[config.mk]
export PLATFORM = sky130hd
export DESIGN_NAME = avmm_host_master_flat
export DESIGN_NICKNAME = d
export VERILOG_FILES = /design/src/rtl/avmm_host_master_if.sv /design/src/rtl/avmm_host_master.sv /design/src/flat_wrapper.sv
export SDC_FILE = /design/constraint.sdc
export NUM_CORES = 1
export LEC_CHECK = 0
export ABC_AREA = 0
export CORE_AREA = 2 2 99 101
export CTS_CLUSTER_DIAMETER = 80
export DETAILED_ROUTE_END_ITERATION = 12
export DIE_AREA = 0 0 101 103
export DONT_BUFFER_PORTS = 1
export PLACE_DENSITY = 0.79
export SYNTH_ARGS = -nofsm -noshare
export SYNTH_HDL_FRONTEND = slang
export SYNTH_SLANG_ARGS = --single-unit
[constraint.sdc]
create_clock -name clk -period 5.41 [get_ports clk]
set_clock_uncertainty 0.15 [all_clocks]
set_input_delay 1.082 -clock clk [delete_from_list [all_inputs] [get_ports clk]]
set_output_delay 1.082 -clock clk [all_outputs]
set_load 0.01 [all_outputs]
[src/rtl/avmm_host_master_if.sv]
// Host byte channel (rx/tx) and Avalon-MM master signals of avmm_host_master.
interface avmm_host_master_if;
    logic        rx_valid;
    logic [7:0]  rx_data;
    logic        rx_ready;
    logic        tx_valid;
    logic [7:0]  tx_data;
    logic        tx_ready;
    logic        m_read;
    logic        m_write;
    logic [7:0]  m_address;
    logic [31:0] m_writedata;
    logic [31:0] m_readdata;

    modport master (
        input  rx_valid, rx_data, tx_ready, m_readdata,
        output rx_ready, tx_valid, tx_data, m_read, m_write, m_address, m_writedata
    );

    modport slave (
        output rx_valid, rx_data, tx_ready, m_readdata,
        input  rx_ready, tx_valid, tx_data, m_read, m_write, m_address, m_writedata
    );
endinterface

[src/rtl/avmm_host_master.sv]
// Byte-stream command master: framed write/read/poll commands from a host byte
// channel become single-cycle Avalon-MM transactions with byte responses.
module avmm_host_master #(
    parameter int unsigned READ_LATENCY = 1,
    parameter int unsigned POLL_GAP     = 16,
    parameter int unsigned POLL_MAX     = 1024
) (
    input  logic               clk,
    input  logic               rst,
    avmm_host_master_if.master bus,
    output logic               busy,
    output logic               err_opcode
);
    localparam logic [2:0] S_IDLE          = 3'd0;
    localparam logic [2:0] S_ADDR          = 3'd1;
    localparam logic [2:0] S_WDATA         = 3'd2;
    localparam logic [2:0] S_WR_ISSUE      = 3'd3;
    localparam logic [2:0] S_RD_ISSUE      = 3'd4;
    localparam logic [2:0] S_RD_WAIT       = 3'd5;
    localparam logic [2:0] S_POLL_GAP_WAIT = 3'd6;
    localparam logic [2:0] S_TX            = 3'd7;

    localparam logic [7:0]  OP_WRITE  = 8'h01;
    localparam logic [7:0]  OP_READ   = 8'h02;
    localparam logic [7:0]  OP_POLL   = 8'h03;
    localparam logic [2:0]  LAT_LAST  = 3'(READ_LATENCY - 1);
    localparam logic [15:0] GAP_LAST  = 16'(POLL_GAP);
    localparam logic [15:0] POLL_LAST = 16'(POLL_MAX);

    logic [2:0]  state_q, state_d;
    logic        is_wr_q, is_wr_d;
    logic        is_poll_q, is_poll_d;
    logic [1:0]  wb_idx_q, wb_idx_d;
    logic [2:0]  lat_cnt_q, lat_cnt_d;
    logic [15:0] gap_cnt_q, gap_cnt_d;
    logic [15:0] poll_cnt_q, poll_cnt_d;
    logic [7:0]  addr_q, addr_d;
    logic [31:0] wdata_q, wdata_d;
    logic [7:0]  tx_byte_q, tx_byte_d;
    logic [23:0] tx_rest_q, tx_rest_d;
    logic [1:0]  tx_left_q, tx_left_d;

    logic rx_ready;
    logic rx_acc;
    logic tx_acc;

    assign rx_ready = !rst && (state_q == S_IDLE || state_q == S_ADDR || state_q == S_WDATA);
    assign rx_acc   = bus.rx_valid && rx_ready;
    assign tx_acc   = (state_q == S_TX) && bus.tx_ready;

    always_comb begin
        state_d    = state_q;
        is_wr_d    = is_wr_q;
        is_poll_d  = is_poll_q;
        wb_idx_d   = wb_idx_q;
        lat_cnt_d  = lat_cnt_q;
        gap_cnt_d  = gap_cnt_q;
        poll_cnt_d = poll_cnt_q;
        addr_d     = addr_q;
        wdata_d    = wdata_q;
        tx_byte_d  = tx_byte_q;
        tx_rest_d  = tx_rest_q;
        tx_left_d  = tx_left_q;
        err_opcode = 1'b0;

        case (state_q)
            S_IDLE: begin
                if (rx_acc) begin
                    case (bus.rx_data)
                        OP_WRITE: begin is_wr_d = 1'b1; is_poll_d = 1'b0; state_d = S_ADDR; end
                        OP_READ:  begin is_wr_d = 1'b0; is_poll_d = 1'b0; state_d = S_ADDR; end
                        OP_POLL: begin
                            is_wr_d    = 1'b0;
                            is_poll_d  = 1'b1;
                            poll_cnt_d = '0;
                            state_d    = S_ADDR;
                        end
                        default:  err_opcode = 1'b1;
                    endcase
                end
            end
            S_ADDR: begin
                if (rx_acc) begin
                    addr_d = bus.rx_data;
                    if (is_wr_q) begin
                        wb_idx_d = '0;
                        state_d  = S_WDATA;
                    end else begin
                        state_d  = S_RD_ISSUE;
                    end
                end
            end
            S_WDATA: begin
                if (rx_acc) begin
                    wdata_d[{wb_idx_q, 3'b000} +: 8] = bus.rx_data;
                    wb_idx_d = wb_idx_q + 2'd1;
                    if (wb_idx_q == 2'd3) state_d = S_WR_ISSUE;
                end
            end
            S_WR_ISSUE: begin
                tx_byte_d = 8'hA5;
                tx_left_d = '0;
                state_d   = S_TX;
            end
            S_RD_ISSUE: begin
                lat_cnt_d = '0;
                if (is_poll_q) poll_cnt_d = poll_cnt_q + 16'd1;
                state_d = S_RD_WAIT;
            end
            S_RD_WAIT: begin
                if (lat_cnt_q == LAT_LAST) begin
                    if (!is_poll_q) begin
                        tx_byte_d = bus.m_readdata[7:0];
                        tx_rest_d = bus.m_readdata[31:8];
                        tx_left_d = 2'd3;
                        state_d   = S_TX;
                    end else if (bus.m_readdata[0]) begin
                        tx_byte_d = 8'h00;
                        tx_left_d = '0;
                        state_d   = S_TX;
                    end else if (poll_cnt_q == POLL_LAST) begin
                        tx_byte_d = 8'hFF;
                        tx_left_d = '0;
                        state_d   = S_TX;
                    end else begin
                        gap_cnt_d = '0;
                        state_d   = S_POLL_GAP_WAIT;
                    end
                end else begin
                    lat_cnt_d = lat_cnt_q + 3'd1;
                end
            end
            S_POLL_GAP_WAIT: begin
                // Counts 0..POLL_GAP so poll reads land READ_LATENCY+POLL_GAP+2 apart.
                if (gap_cnt_q == GAP_LAST) state_d = S_RD_ISSUE;
                else                       gap_cnt_d = gap_cnt_q + 16'd1;
            end
            S_TX: begin
                if (tx_acc) begin
                    if (tx_left_q == 2'd0) begin
                        state_d = S_IDLE;
                    end else begin
                        tx_byte_d = tx_rest_q[7:0];
                        tx_rest_d = {8'h00, tx_rest_q[23:8]};
                        tx_left_d = tx_left_q - 2'd1;
                    end
                end
            end
            default: state_d = S_IDLE;
        endcase
    end

    always_ff @(posedge clk or posedge rst) begin
        if (rst) begin
            state_q    <= S_IDLE;
            is_wr_q    <= 1'b0;
            is_poll_q  <= 1'b0;
            wb_idx_q   <= '0;
            lat_cnt_q  <= '0;
            gap_cnt_q  <= '0;
            poll_cnt_q <= '0;
            addr_q     <= '0;
            wdata_q    <= '0;
            tx_byte_q  <= '0;
            tx_rest_q  <= '0;
            tx_left_q  <= '0;
        end else begin
            state_q    <= state_d;
            is_wr_q    <= is_wr_d;
            is_poll_q  <= is_poll_d;
            wb_idx_q   <= wb_idx_d;
            lat_cnt_q  <= lat_cnt_d;
            gap_cnt_q  <= gap_cnt_d;
            poll_cnt_q <= poll_cnt_d;
            addr_q     <= addr_d;
            wdata_q    <= wdata_d;
            tx_byte_q  <= tx_byte_d;
            tx_rest_q  <= tx_rest_d;
            tx_left_q  <= tx_left_d;
        end
    end

    assign bus.rx_ready    = rx_ready;
    assign bus.tx_valid    = (state_q == S_TX);
    assign bus.tx_data     = tx_byte_q;
    assign bus.m_read      = (state_q == S_RD_ISSUE);
    assign bus.m_write     = (state_q == S_WR_ISSUE);
    assign bus.m_address   = addr_q;
    assign bus.m_writedata = wdata_q;
    assign busy            = (state_q != S_IDLE);
endmodule

[src/flat_wrapper.sv]
// flat-port wrapper written by rule: the top's interface ports become plain ports
module avmm_host_master_flat 
#(
    parameter int unsigned READ_LATENCY = 1,
    parameter int unsigned POLL_GAP     = 16,
    parameter int unsigned POLL_MAX     = 1024
)
  (clk, rst, busy, err_opcode, bus_rx_valid, bus_rx_data, bus_tx_ready, bus_m_readdata, bus_rx_ready, bus_tx_valid, bus_tx_data, bus_m_read, bus_m_write, bus_m_address, bus_m_writedata);
  avmm_host_master_if bus_i ();
  input  logic clk;
  input  logic rst;
  output logic busy;
  output logic err_opcode;
  input wire logic [$bits(bus_i.rx_valid)-1:0] bus_rx_valid;
  input wire logic [$bits(bus_i.rx_data)-1:0] bus_rx_data;
  input wire logic [$bits(bus_i.tx_ready)-1:0] bus_tx_ready;
  input wire logic [$bits(bus_i.m_readdata)-1:0] bus_m_readdata;
  output wire logic [$bits(bus_i.rx_ready)-1:0] bus_rx_ready;
  output wire logic [$bits(bus_i.tx_valid)-1:0] bus_tx_valid;
  output wire logic [$bits(bus_i.tx_data)-1:0] bus_tx_data;
  output wire logic [$bits(bus_i.m_read)-1:0] bus_m_read;
  output wire logic [$bits(bus_i.m_write)-1:0] bus_m_write;
  output wire logic [$bits(bus_i.m_address)-1:0] bus_m_address;
  output wire logic [$bits(bus_i.m_writedata)-1:0] bus_m_writedata;
  assign bus_i.rx_valid = bus_rx_valid;
  assign bus_i.rx_data = bus_rx_data;
  assign bus_i.tx_ready = bus_tx_ready;
  assign bus_i.m_readdata = bus_m_readdata;
  assign bus_rx_ready = bus_i.rx_ready;
  assign bus_tx_valid = bus_i.tx_valid;
  assign bus_tx_data = bus_i.tx_data;
  assign bus_m_read = bus_i.m_read;
  assign bus_m_write = bus_i.m_write;
  assign bus_m_address = bus_i.m_address;
  assign bus_m_writedata = bus_i.m_writedata;
  avmm_host_master #(.READ_LATENCY(READ_LATENCY), .POLL_GAP(POLL_GAP), .POLL_MAX(POLL_MAX)) u_core (.clk(clk), .rst(rst), .bus(bus_i), .busy(busy), .err_opcode(err_opcode));
endmodule
==> metrics.md <==
| Metric | Value |
|---|---|
| Status | finished clean |
| Post_cts resized | 0 |
| Vias after detailed routing | 4,677 |
| Core area | 9459 um2 |
| Nets | between 600 and 700 |
| Setup_tns | 0 ns |
| Via count of the first global-routing pass | around 4.5k |
| P&R area growth vs syn | 10.53% |
| Leakage | between 2 and 3 nW |
| Max transition margin | about 19% |
| Worst-Skew Late Latency | approximately 0.52 ns |
| Slew Viols, Final | 0 |
| Yosys Warn Count | 0 |
| Number of synthesized flops with an enable pin | 0 |
| Hpwl dp | 8.997 mm |
| CP startpoint kind | flop |
| Post-synthesis adder-cell area fraction | ~2.5% |
| CTS Hold Bufs | 0 |
| Clock slew at reported path FFs | about 0.06 ns |
| Worst setup EP type | output pin |
| Clock Tree Buf Depth | 2 |
| Synth Area in XOR/XNOR | under 10% |
| Clk root buf | clkbuf_8 |
| Top cell type's share of synthesized area | around half |
| Largest family of logic cells by synthesized area | simple AND/OR/NAND/NOR gates |
| Worst slack at placement | 1.994 ns |
| Initial DRC count | roughly 270 |
| Main synth FF type | dfrtp_1 |
| Count of buffers from port buffering | 0 |
| Worst vdd ir | 293.3 uV |
| # diodes | 0 |
| # Max-Cap Violations | 0 |
| Synthesized cell area | 5896 um2 |
| First-pass GRT wire length | between 20 and 25 mm |
| F_max | 0.2696 GHz |
| Storage element area | a little under 3000 um2 |
| Final setup margin | between 1.5 and 2 ns |
| Post-route DRC | 0 |
| Post-Syn Nets | about 680 |
| Critical path's slowest cell | dfrtp_1 |
| Post-synthesis register bit count | around 120 |
| Post-synthesis mux area share | 3.947% |
| Critical path peak fanout | 25 |
| Seq pwr share | 39.6% |
| Clock share of power | between 30% and 40% |
| Compound-Gate Fraction of Synth Area | 15.17% |
| Row count | 36 |
| Fin crit share | between 60% and 70% |
| Total grt overflow | 0 |
| Vias/cell | about 6.4 |
| Yosys top cell by area | dfrtp_1 |
| Layout cells sized above 1 | 12.86% |
| Setup repair after global routing missed its margin | no |
| ANT nets after route | 0 |
| Hold Slack | about 0.35 ns |
| Horiz. Die Dim | ~100 um |
| CTS tree | done |
| WS Path Type | reg2out |
| Hold crit path type | reg2reg |
| Final core occ | 68.89% |
| Die area | 10,400 um2 |
| GRT Total Usage | a little over a quarter |
| Sw Ratio | between 30% and 40% |
| Chip Height | 103 um |
| Routed WL per cell | around 18 um |
| Gpl congestion | between 0.8 and 0.9 |
| Initial cell density of the core | between 60% and 70% |
| IO Pins | ~100 |
| Worst slew pin tran | 1.210 ns |
| Final Critical Period | 3.710 ns |
| Switch Pwr | between 1 and 1.5 mW |
| Initial antenna violation count | 0 |
| Unique masters post-synth | 62 |
| Post-Route WL | 13.54 mm |
| P per Cell Area | a little over 500 nW/um2 |
| Pre-antenna DRT Iters | 6 |
| Setup repair bufs after CTS | 0 |
| CTS buffer count | 17 |
| Critical Path AT | ~2.5 ns |
| Largest net degree at the start of global routing | 80 |
| Cells along the critical path | a211oi_2 > nand2_1 > nor3_1 |
| Syn avg cell area | 9.479 um2 |
| Register area share after synthesis | approximately half |
| Ys async rst share | 100.0% |
| Post-Layout Cell Count | ~740 |
| Post-Synth Simple-Gate Area | 23.05% |
| Int Pwr | ~2.2 mW |
| Crit-path max cell delay | 0.65 ns |
| Placed cell count | 705 |
| Max H-tree Level | 4 |
| Final setup viols | 0 |
| CTS sink cnt | ~120 |
| Worst endpoint required time | 4.18 ns |
| Filler instances | just under 700 |
| Final hold vios | 0 |
| Largest cells by area after synthesis | dfrtp_1 49%, nand2_1 8.0%, mux2_2 3.4% |
| Area used by multi-input combinational logic | 2750 um2 |
| Mapped Cells | roughly 620 |
| Gate power share | between 20% and 30% |
==> power by group through the flow <==
stage	clock network (mW)	logic, mW	registers, mW
2_1_floorplan	0	0.732	1.22
3_3_place_gp	0	0.743	1.31
3_5_place_dp	0	0.783	1.32
4_1_cts	1.22	0.792	1.30
5_1_grt	1.27	0.888	1.34
6_report	1.21	0.786	1.31
==> metrics by stage <==
step	cell area (um2)	total power [mW]
after floorplan	5896	1.951
after global placement	5877	2.048
after detailed placement	5877	2.100
after CTS	6516	3.313
after global routing	6516	3.492
final	6516	3.301
==> area by class of cell <==
type                            instances  area share, %
Multi-Input combinational cell        456          42.20
Sequential cell                       116          44.55
Clock buffer                           17          6.356
Inverter                               17          1.018
Timing Repair Buffer                    2         0.2304
Tap cell                              114          2.189
Clock inverter                         14          3.456
==> flip-flops by register name, indices dropped and copies added, names as in the netlist <==
register and count:
u_core.tx_left_q 2, u_core.is_wr_q 1, u_core.state_q 3, u_core.bus.m_address 8, u_core.poll_cnt_q 16, u_core.lat_cnt_q 3, u_core.wb_idx_q 2, u_core.is_poll_q 1
u_core.bus.tx_data 8, u_core.tx_rest_q 24, u_core.gap_cnt_q 16, u_core.bus.m_writedata 32
==> placed cells by master, fill, tap and decap left out, drive strengths merged, types with 5 or more instances in the layout <==
cell type / count
a21oi: 23
a22o: 9
a31oi: 22
and2: 8
and3: 7
bufinv: 5
clkbuf: 17
dfrtp: 116
ha: 12
inv: 19
mux2: 18
nand2: 126
nand3: 21
nand4: 7
nor2: 44
nor3: 12
nor4: 12
o21ai: 57
o31ai: 10
or4: 6
xnor2: 12
==> path summary, 6_finish.rpt <==
kind	startpoint	end	slack [ns]	cells past startpoint
min	u_core.tx_rest_q[16]	u_core.tx_rest_q[16]	0.35	1
max in group asynchronous	rst	u_core.bus.m_writedata[14]	3.60	2
max	u_core.state_q[1]	err_opcode	1.70	3
min reg2reg	u_core.tx_rest_q[16]	u_core.tx_rest_q[16]	0.35	1
max reg2reg	u_core.state_q[2]	u_core.tx_rest_q[2]	2.53	4
min in group asynchronous	rst	u_core.gap_cnt_q[3]	0.50	1
==> cell usage after synthesis (all sizes together) (3+ instances only) <==
master / n
nor2: 44
dfrtp: 116
nor4: 12
nor3: 12
buf: 18
o31ai: 10
mux2: 18
or4: 6
and3: 7
mux2i: 3
ha: 12
nand2: 126
o211ai: 4
o21ai: 57
or3: 4
a31oi: 22
clkbuf: 15
xnor2: 12
a21oi: 23
a22o: 9
nand3: 21
nor4b: 3
and4: 3
inv: 16
nand4: 7
nor3b: 4
and2: 8
==> metal layers <==
layer	vias up	routed length (um)	GRT usage [%]
met2	169	6725	45.54
met1	2303	5450	33.13
met5	-	0	0
met4	0	246	10.19
li1	2181	-	-
met3	24	1114	9.288
==> worst max-delay path, delay by kind of cell, from the launching register on <==
kind / cells / cell delay (ns)
AOI/OAI and AO/OA: 1 / 0.57
DFF: 1 / 0.65
and+or+nand+nor: 2 / 0.74
==> cells by family (layout without fill, tap and decap cells) <==
family,Yosys count,after routing
AND/OR/NAND/NOR,267,267
AO/OA/AOI/OAI,143,143
flip-flops,116,116
buffers and inverters,50,50
multiplexers,21,21
XOR/XNOR,13,13
adder cells (fa/ha/maj),12,12
Note: power is estimated with default switching activity, not from simulation.
